===== src/rtl/int_ctrl_pkg.sv =====
// Shared constants for the CP0 interrupt source block: register window
// indices, timer control bit layout and the timer's interrupt line.
`timescale 1ns/1ps
package int_ctrl_pkg;

   localparam logic [2:0] IC_PEND  = 3'd0;
   localparam logic [2:0] IC_MASK  = 3'd1;
   localparam logic [2:0] IC_MODE  = 3'd2;
   localparam logic [2:0] IC_CNT   = 3'd3;
   localparam logic [2:0] IC_CMP   = 3'd4;
   localparam logic [2:0] IC_TCTRL = 3'd5;

   localparam int TCTRL_EN       = 0;
   localparam int TCTRL_PERIODIC = 1;
   localparam int TIMER_IRQ      = 5;

   // Field order matches the TCTRL bit positions above (periodic = bit 1).
   typedef struct packed {
      logic periodic;
      logic en;
   } tctrl_t;

endpackage


===== src/rtl/int_ctrl_if.sv =====
// Data-memory bus slice seen by the interrupt controller register window.
`timescale 1ns/1ps
interface int_ctrl_if;
   // Bus protocol: no valid/ready. A write is one cycle with we=1 and lands
   // on that clock edge; reads are combinational on addr with no side effect.
   logic        we;
   logic [2:0]  addr;
   logic [31:0] data_in;
   logic [31:0] data_out;

   modport master (output we, output addr, output data_in, input data_out);
   modport slave  (input we, input addr, input data_in, output data_out);
endinterface


===== src/rtl/int_ctrl_irq_sync_edge.sv =====
// One peripheral request: 2-flop synchronizer, history flop for edge
// detection, and the pending latch with write-1-to-clear.
`timescale 1ns/1ps
module irq_sync_edge (
   input  logic clk,
   input  logic rst,
   input  logic src_async,
   input  logic edge_mode,
   input  logic clr,
   output logic pend
);

   logic s1_q, s2_q, s3_q, pend_q;
   logic s1_d, s2_d, s3_d, pend_d;
   logic set;

   always_comb begin
      s1_d   = src_async;
      s2_d   = s1_q;
      s3_d   = s2_q;
      set    = edge_mode ? (s2_q & ~s3_q) : s2_q;
      // A new request on the same edge as a clear must not be lost.
      pend_d = set | (pend_q & ~clr);
   end

   always_ff @(posedge clk) begin
      if (rst) begin
         s1_q   <= 1'b0;
         s2_q   <= 1'b0;
         s3_q   <= 1'b0;
         pend_q <= 1'b0;
      end else begin
         s1_q   <= s1_d;
         s2_q   <= s2_d;
         s3_q   <= s3_d;
         pend_q <= pend_d;
      end
   end

   assign pend = pend_q;

endmodule


===== src/rtl/int_ctrl.sv =====
// Interrupt source for CP0: five synchronized peripheral requests plus a
// compare timer, masked into the 6-bit int_ vector, with a bus register window.
`timescale 1ns/1ps
module int_ctrl
   import int_ctrl_pkg::*;
#(
   parameter int unsigned PRESCALE   = 1,
   parameter logic [5:0]  RESET_MASK = 6'h3F
) (
   input  logic             clk,
   input  logic             rst,
   input  logic [4:0]       irq_src,
   int_ctrl_if.slave        bus,
   output logic [5:0]       int_,
   output logic [31:0]      timer_cnt
);

   localparam logic [31:0] PS_LAST = 32'(PRESCALE - 1);

   logic [5:0]  mask_q, mask_d;
   logic [4:0]  mode_q, mode_d;
   logic [31:0] cnt_q, cnt_d;
   logic [31:0] cmp_q, cmp_d;
   logic [31:0] presc_q, presc_d;
   tctrl_t      tctrl_q, tctrl_d;
   logic        pend5_q, pend5_d;
   logic [4:0]  pend_src;
   logic [5:0]  pend;

   logic wr_pend, wr_mask, wr_mode, wr_cnt, wr_cmp, wr_tctrl;
   logic tick, match;

   assign wr_pend  = bus.we && (bus.addr == IC_PEND);
   assign wr_mask  = bus.we && (bus.addr == IC_MASK);
   assign wr_mode  = bus.we && (bus.addr == IC_MODE);
   assign wr_cnt   = bus.we && (bus.addr == IC_CNT);
   assign wr_cmp   = bus.we && (bus.addr == IC_CMP);
   assign wr_tctrl = bus.we && (bus.addr == IC_TCTRL);

   for (genvar i = 0; i < 5; i++) begin : g_src
      irq_sync_edge u_sync (
         .clk       (clk),
         .rst       (rst),
         .src_async (irq_src[i]),
         .edge_mode (mode_q[i]),
         .clr       (wr_pend & bus.data_in[i]),
         .pend      (pend_src[i])
      );
   end

   assign tick  = tctrl_q.en && (presc_q == PS_LAST);
   assign match = tick && (cnt_q == cmp_q);

   always_comb begin
      mask_d  = wr_mask ? bus.data_in[5:0] : mask_q;
      mode_d  = wr_mode ? bus.data_in[4:0] : mode_q;
      cmp_d   = wr_cmp  ? bus.data_in      : cmp_q;
      tctrl_d = tctrl_q;
      cnt_d   = cnt_q;
      presc_d = presc_q;

      // A software CNT write overrides the tick and restarts the prescaler.
      if (wr_cnt) begin
         cnt_d   = bus.data_in;
         presc_d = '0;
      end else begin
         if (!tctrl_q.en || tick) presc_d = '0;
         else                     presc_d = presc_q + 32'd1;
         if (match)     cnt_d = '0;
         else if (tick) cnt_d = cnt_q + 32'd1;
      end

      if (wr_tctrl)                        tctrl_d = tctrl_t'(bus.data_in[1:0]);
      else if (match && !tctrl_q.periodic) tctrl_d.en = 1'b0;

      pend5_d = match | (pend5_q & ~((wr_pend & bus.data_in[TIMER_IRQ]) | wr_cmp));
   end

   always_ff @(posedge clk) begin
      if (rst) begin
         mask_q  <= RESET_MASK;
         mode_q  <= '0;
         cnt_q   <= '0;
         cmp_q   <= 32'hFFFF_FFFF;
         presc_q <= '0;
         tctrl_q <= '0;
         pend5_q <= 1'b0;
      end else begin
         mask_q  <= mask_d;
         mode_q  <= mode_d;
         cnt_q   <= cnt_d;
         cmp_q   <= cmp_d;
         presc_q <= presc_d;
         tctrl_q <= tctrl_d;
         pend5_q <= pend5_d;
      end
   end

   assign pend      = {pend5_q, pend_src};
   assign int_      = pend & mask_q;
   assign timer_cnt = cnt_q;

   always_comb begin
      bus.data_out = '0;
      case (bus.addr)
         IC_PEND:  bus.data_out = {26'b0, pend};
         IC_MASK:  bus.data_out = {26'b0, mask_q};
         IC_MODE:  bus.data_out = {27'b0, mode_q};
         IC_CNT:   bus.data_out = cnt_q;
         IC_CMP:   bus.data_out = cmp_q;
         IC_TCTRL: bus.data_out = {30'b0, tctrl_q};
         default:  bus.data_out = '0;
      endcase
   end

endmodule


===== src/flat_wrapper.sv =====
// flat-port wrapper written by rule: the top's interface ports become plain ports
module int_ctrl_flat import int_ctrl_pkg::*;
#(
   parameter int unsigned PRESCALE   = 1,
   parameter logic [5:0]  RESET_MASK = 6'h3F
)
  (clk, rst, irq_src, int_, timer_cnt, bus_we, bus_addr, bus_data_in, bus_data_out);
  int_ctrl_if bus_i ();
  input  logic clk;
  input  logic rst;
  input  logic [4:0] irq_src;
  output logic [5:0] int_;
  output logic [31:0] timer_cnt;
  input wire logic [$bits(bus_i.we)-1:0] bus_we;
  input wire logic [$bits(bus_i.addr)-1:0] bus_addr;
  input wire logic [$bits(bus_i.data_in)-1:0] bus_data_in;
  output wire logic [$bits(bus_i.data_out)-1:0] bus_data_out;
  assign bus_i.we = bus_we;
  assign bus_i.addr = bus_addr;
  assign bus_i.data_in = bus_data_in;
  assign bus_data_out = bus_i.data_out;
  int_ctrl #(.PRESCALE(PRESCALE), .RESET_MASK(RESET_MASK)) u_core (.clk(clk), .rst(rst), .irq_src(irq_src), .bus(bus_i), .int_(int_), .timer_cnt(timer_cnt));
endmodule

===== config.mk =====
export PLATFORM = sky130hd
export DESIGN_NAME = int_ctrl_flat
export DESIGN_NICKNAME = d
export VERILOG_FILES = /design/src/rtl/int_ctrl_pkg.sv /design/src/rtl/int_ctrl_if.sv /design/src/rtl/int_ctrl_irq_sync_edge.sv /design/src/rtl/int_ctrl.sv /design/src/flat_wrapper.sv
export SDC_FILE = /design/constraint.sdc
export NUM_CORES = 1
export LEC_CHECK = 0
export ABC_AREA = 1
export BUFFER_PORTS_ARGS = -buffer_cell sky130_fd_sc_hd__clkbuf_2
export CORE_MARGIN = 4
export CORE_UTILIZATION = 45
export DETAILED_ROUTE_END_ITERATION = 8
export PLACE_DENSITY = 0.65
export RECOVER_POWER = 50
export SETUP_SLACK_MARGIN = 0.3
export SKIP_CTS_REPAIR_TIMING = 1
export SLEW_MARGIN = 5
export SYNTH_ARGS = -nofsm -noshare
export SYNTH_HDL_FRONTEND = slang
export SYNTH_SLANG_ARGS = --single-unit

===== constraint.sdc =====
create_clock -name clk -period 2 [get_ports clk]
set_input_delay 0.1 -clock clk [delete_from_list [all_inputs] [get_ports clk]]
set_output_delay 0.1 -clock clk [all_outputs]
set_load 0.005 [all_outputs]

==> results.txt, run 1 <==
----------------------------------------------------
[Synthesis]
  Ys flop type ... dfxtp_1
  Number of distinct library cells after synthesis ... 43
  Main combinational cell family by area after synthesis ... simple AND/OR/NAND/NOR gates
  Post-synthesis xor/xnor area fraction ... 0.0357
  Nets in the synthesized netlist ... 1309
  Fraction of synthesized cell area taken by the top area cell type ... 0.332
  Number of enable flip-flop cells after synthesis ... 0
  Number of cells produced by synthesis ... 1263
  Fraction of the mapped netlist area in compound gates ... 0.125
  Count leader, synth ... nand2_1
  Post-Synth Simple-Gate Area ... 0.370
  Top area cells in the synthesized netlist ... dfxtp_1 33%, nand2_1 18%, inv_1 9.4%, nor2_1 6.6%, nand3_1 4.7%
  Share of cell area taken by muxes after synthesis ... 0.00128
  Average footprint of a synthesized cell ... 6.21 um2
  Adder-Cell Fraction of Synth Area ... 0.00479
  Cell area after synthesis ... 0.00784 mm2
  Sequential share of the synthesized area ... 0.332
  Yosys top cell by area ... dfxtp_1
  Synthesized flop and latch total ... 130
  Proportion of register bits with asynchronous set or reset after synthesis ... 0
  Synthesis warning total ... 0
  Synth top cells by count ... 377 x nand2_1, 197 x inv_1, 138 x nor2_1

[Global routing]
  Via count of the first global-routing pass ... 7968
  Pin count of the biggest net entering global routing ... 54
  Global-route congestion overflow total ... 0
  Total Routing Usage GR ... 0.248
  First-pass GRT wire length ... 39.5 mm
  Initial antenna violation count ... 1

[Timing]
  Post-layout minimum cycle time ... 1.81 ns
  Number of slew-limit violations in the final report ... 0
  Max Clk Rate ... 552 MHz
  Slew HR ... 0.131
  Worst-case clock skew ... 0.0107 ns
  Final-report setup violation count ... 0
  RSZ-0062 raised after global routing ... true
  Total negative slack for setup checks ... 0 ns
  Hold Fails Final Rpt ... 0
  Crit share post-route ... 0.906
  Transition time of the tightest slew-check pin ... 1.30 ns

[Floorplan]
  Die Height ... 140 um
  Total I/O pin count ... 113
  Initial Utilization ... 0.457
  Placeable Area ... 0.0172 mm2
  Full die area ... 0.0196 mm2
  Num rows ... 48
  Horiz. Die Dim ... 140 um

[Setup path]
  Critical Path End Type ... flop
  Startpoint-to-endpoint class of the critical path ... flop to flop
  Worst Setup Start Kind ... flop
  Arr. time, crit path ... 2.07 ns
  Largest driver fanout on the critical path ... 6
  CP Data Required Time ... 2.26 ns

[Route]
  Via count ... 8703
  Drc violations ... 0
  Vias per cell ... 5.16
  First DRT Iteration DRCs ... 586
  Avg WL per Cell ... 15.3 um
  Residual antenna-violating net count after detailed routing ... 0
  Post-Route WL ... 25.8 mm
  Detailed-router iteration count before antenna repair ... 5

[Min path]
  Type of the tightest min-delay check ... primary input to flop

[Power]
  Overall power of the completed layout ... 0.00630 W
  Leakage power figure ... 4.86 nW
  Maximum VDD drop ... 0.619 mV
  PwrDens ... 609 mW/mm2

[Place]
  Total instance count after detailed placement ... 1593
  Number of buffers added on ports ... 112
  Post-DP HPWL ... 17.8 mm
  Final estimated routing congestion in global placement ... 0.972

[Clocking]
  Clock buffers created by TritonCTS ... 17
  Clock root cell ... clkbuf_16
  Skew-Pair Late Insertion Delay ... 0.43 ns
  Total number of H-tree levels ... 4
  Clock tree from TritonCTS ... done
  Clock sink count ... 130
  Reg clk slew, reported paths ... 0.07 ns
  Max Buffers Root-to-Sink ... 2

[Layout]
  Fillcell total ... 1686
  Non-filler cells in the finished layout ... 1686
  Area growth from synthesis to layout ... 31.9%
  Count of nets after finishing ... 1493
  Ratio of cells with drive above 1 in the final layout ... 0.225

[Job]
  Max-cap violations ... 0

[Run status]
  Result of the run ... completed

----------------------------------------------------
## layer usage
metal / global-route usage / wire (um)
met1: 0.314 / 11000
met2: 0.421 / 12500
met3: 0.0591 / 1520
met4: 0.0714 / 724
met5: 0 / 0
## stage by stage
| stage | cell area (um2) | setup slack [ns] | utilization | hold WS (ns) |
|---|---|---|---|---|
| 6_report | 10300 | 0.189 | 0.602 | 0.00250 |
| 2_1_floorplan | 7840 | 0.371 | - | 0.207 |
| 3_5_place_dp | 8810 | 0.135 | 0.513 | 0.295 |
| 5_1_grt | 10300 | 0.0811 | 0.602 | 0.00332 |
| 4_1_cts | 9380 | 0.109 | 0.546 | -0.160 |
| 3_3_place_gp | 8810 | 0.156 | 0.513 | 0.292 |
## sequential cells by signal, summed over array words and instances (netlist names)
| register | flops |
|---|---|
| u_core.presc_q | 32 |
| u_core.timer_cnt | 32 |
| u_core.mode_q | 5 |
| u_core.g_src.u_sync.pend | 5 |
| u_core.cmp_q | 32 |
| u_core.g_src.u_sync.s1_q | 5 |
| u_core.g_src.u_sync.s2_q | 5 |
| u_core.mask_q | 6 |
| u_core.pend5_q | 1 |
| u_core.g_src.u_sync.s3_q | 5 |
| u_core.tctrl_q | 2 |
## area by class of cell
class                           count  area [um2]  area share
Sequential cell                   130        2640       0.255
Clock buffer                       17         425      0.0411
Multi-Input combinational cell    871        4520       0.437
Timing Repair Buffer              215        1520       0.147
Tap cell                          225         282      0.0272
Clock inverter                     15         138      0.0133
Antenna cell                        1        2.50    0.000242
Inverter                          212         808      0.0781
## placed cells by master, fill, tap and decap left out, types with 31 or more instances in the layout
cell type      instances
a21oi_1               47
nand4_1               37
nand3_1               70
buf_4                 43
inv_1                192
dlygate4sd3_1         35
o21ai_0               31
o211ai_1              38
nand2_1              354
dfxtp_1              112
clkbuf_2             106
nor2_1               106
## cells by family after synthesis
logic type / Yosys count
AOI/OAI and AO/OA: 164
muxes: 1
adders and majority gates: 3
buffers and inverters: 262
and+or+nand+nor: 671
DFF: 130
xor gates and xnor gates: 32
## worst paths after layout
path	slack, ns	end	depth (start not counted)	from
hold / removal	0.003	u_core.cmp_q[26]	3	bus_data_in[26]
hold reg to reg	0.40	u_core.g_src[0].u_sync.s2_q	2	u_core.g_src[0].u_sync.s1_q
setup / recovery	0.19	u_core.timer_cnt[4]	12	u_core.timer_cnt[6]
setup reg to reg	0.19	u_core.timer_cnt[4]	12	u_core.timer_cnt[6]
## power breakdown
part	switching [W]	internal, W	total, W
sequential	0.0000523	0.00265	0.00270
clock	0.00138	0.00164	0.00302
combinational	0.000338	0.000244	0.000583
## critical path, stage by stage, from the launching register on
cell,delay (ns)
dfxtp_1,0.47
inv_1,0.13
nand2_1,0.09
nand2_1,0.05
nor2_1,0.12
nand2_2,0.08
inv_2,0.06
nand2_2,0.05
nor2_4,0.12
nand2_4,0.11
clkbuf_16,0.19
nand4_1,0.10
a21oi_2,0.07
(Power assumes the default switching activity.)
==> run 2, diff against run 1 <==
Settings changed: SETUP_SLACK_MARGIN 0.3 to 0.1.
==> run 2 against run 1 <==
The flow now finishes with violations (negative hold slack). Combinational power decreased by 5.0%. Cell count decreased by 1.4%. Maximum frequency decreased by 2.0%. Routed wire length decreased by 5.4%. Highest routed layer unchanged.
==> results.txt, run 2 (synthesis results as in run 1) <==
----------------------------------------------------
[Floorplan]
  Initial Utilization ... 0.457 (unchanged)
  Horiz. Die Dim ... 140 um (unchanged)
  Full die area ... 0.0196 mm2 (unchanged)
  Placeable Area ... 0.0172 mm2 (unchanged)
  Total I/O pin count ... 113 (unchanged)
  Num rows ... 48 (unchanged)
  Die Height ... 140 um (unchanged)

[Layout]
  Final Cell Area ... 0.00975 mm2 (-5.7%)
  Ratio of cells with drive above 1 in the final layout ... 0.157 (-0.0674)
  Commonest non-fill, non-tap cell in the layout ... nand2_1
  Most used cells in the layout excluding fill and tap cells ... 375 x nand2_1, 198 x inv_1, 130 x nor2_1
  Area growth from synthesis to layout ... 24.4%
  Count of nets after finishing ... 1470 (-1.5%)
  Final core occ ... 0.568 (-0.0343)

[Min path]
  Type of the tightest min-delay check ... primary input to flop

[Timing]
  Hold Fails Final Rpt ... 1 (+1)
  Post-layout minimum cycle time ... 1.85 ns (+0.0366 ns)
  Final-report setup violation count ... 0 (unchanged)
  Transition time of the tightest slew-check pin ... 1.24 ns (-0.0617 ns)
  Final worst hold slack ... -0.00325 ns (-0.00576 ns)
  Number of slew-limit violations in the final report ... 0 (unchanged)
  Crit share post-route ... 0.924 (+0.0183)
  Total negative slack for setup checks ... 0 ns (unchanged)
  Slew HR ... 0.172 (+0.0412)
  Max Clk Rate ... 541 MHz (-2.0%)
  RSZ-0062 raised after global routing ... false
  Worst Slack Setup Final ... 0.152 ns (-0.0366 ns)
  Worst-case clock skew ... 0.0132 ns (+0.00249 ns)

[Route]
  Vias per cell ... 5.09 (-1.5%)
  Detailed-router iteration count before antenna repair ... 5 (unchanged)
  Drc violations ... 0 (unchanged)
  Post-Route WL ... 24.4 mm (-5.4%)
  Avg WL per Cell ... 14.7 um (-4.0%)
  First DRT Iteration DRCs ... 568 (-3.1%)
  Residual antenna-violating net count after detailed routing ... 0 (unchanged)
  Via count ... 8459 (-2.8%)

[Global routing]
  Global routing's busiest layer ... met2
  Global-route congestion overflow total ... 0 (unchanged)
  Total Routing Usage GR ... 0.248 (unchanged)
  Met1 Resource Use GR ... 0.314 (unchanged)
  Initial antenna violation count ... 1 (unchanged)
  Via count of the first global-routing pass ... 7968 (unchanged)
  Global Route met2 Usage ... 0.421 (unchanged)
  First-pass GRT wire length ... 39.5 mm (unchanged)
  Pin count of the biggest net entering global routing ... 54 (unchanged)
  Met3 demand-to-capacity share in global routing ... 0.0591 (unchanged)

[Job]
  Max-cap violations ... 0 (unchanged)

[Place]
  Final estimated routing congestion in global placement ... 0.972 (unchanged)
  Number of buffers added on ports ... 112 (unchanged)
  Worst Setup Slack post-DPL ... 0.135 ns (unchanged)
  Placement Cell Area ... 0.00881 mm2 (unchanged)
  Post-DP HPWL ... 17.8 mm (unchanged)

[Power]
  Leakage power figure ... 4.58 nW (-5.7%)
  Maximum VDD drop ... 0.617 mV (-0.18%)
  PwrDens ... 644 mW/mm2 (+5.7%)

[Clocking]
  Reg clk slew, reported paths ... 0.06 ns (about the same)
  Clock sink count ... 130 (unchanged)
  Clock buffers created by TritonCTS ... 17 (unchanged)
  Clock tree from TritonCTS ... done
  Skew-Pair Late Insertion Delay ... 0.43 ns (about the same)
  Max Buffers Root-to-Sink ... 2 (unchanged)
  Clock root cell ... clkbuf_16
  Total number of H-tree levels ... 4 (unchanged)

[Setup path]
  Delay of the slowest cell on the worst path ... 0.40 ns (-0.07 ns)
  Worst Setup Start Kind ... primary input
  Cells along the critical path ... clkbuf_2, inv_1, nor3_4, clkinv_1, buf_4, o22ai_1, clkbuf_2
  Arr. time, crit path ... 1.75 ns (-0.32 ns)
  Highest-delay cell along the critical path ... nor3_4
  Critical Path End Type ... output port
  Critical path's most frequent cell ... clkbuf_2
  Startpoint-to-endpoint class of the critical path ... primary input to output port
  CP Data Required Time ... 1.90 ns (-0.36 ns)
  Largest driver fanout on the critical path ... 26 (+20)
  Worst R2R Setup Slack ... 0.19 ns (about the same)

[Run status]
  Result of the run ... finished with violations
  Violated checks ... negative hold slack

----------------------------------------------------
run 2: changes by cell type in the layout (fill, tap and decap cells not counted), moves of 9 or more:
| cell | change |
|---|---|
| clkbuf_1 | +9 |
| clkbuf_2 | -9 |
| dfxtp_1 | +11 |
| nand2_1 | +21 |
| nand2_2 | -19 |
| nor2_1 | +24 |
| nor2_2 | -15 |
| nor2_4 | -9 |
run 2: path summary, 6_finish.rpt:
kind | from | to | cells after the start
setup / recovery | bus_addr[0] | bus_data_out[6] | 7
hold / removal | bus_data_in[26] | u_core.cmp_q[26] | 3
setup reg to reg | u_core.timer_cnt[0] | u_core.timer_cnt[2] | 12
hold reg to reg | u_core.g_src[0].u_sync.s1_q | u_core.g_src[0].u_sync.s2_q | 2
run 2: final cells by class:
class | instances | area [um2]
clock buffers | 17 | 425
multi-input cells | 871 | 4290
diodes | 1 | 2.50
repair buffers | 192 | 1210
fillers | 1743 | 7420
inverters | 212 | 798
clock inverters | 15 | 138
well taps | 225 | 282
flip-flops and latches | 130 | 2610
run 2: power by group:
group	total, W	switching (W)	internal (W)	leakage (nW)
registers	0.00270	0.0000500	0.00265	1.06
clock network	0.00302	0.00138	0.00164	0.270
logic	0.000554	0.000325	0.000229	3.25
total	0.00628	0.00176	0.00453	4.58
run 2: routing by layer:
layer / vias to the layer above / share of wire / wire (um)
li1: 4332 / - / -
met1: 3841 / 0.44 / 10700
met2: 242 / 0.48 / 11700
met3: 44 / 0.063 / 1550
met4: 0 / 0.020 / 495
met5: - / 0 / 0
run 2: worst max-delay path, delay by kind of cell:
kind	cells	cell delay (ns)
buffers and inverters	5	0.91
and+or+nand+nor	1	0.40
AOI/OAI and AO/OA	1	0.33
run 2: per-stage QoR:
step                instances  total power [W]
floorplan                1263          0.00303
global placement         1593          0.00326
detailed placement       1593          0.00327
CTS                      1625          0.00627
global route             1663          0.00653
finish                   1663          0.00628
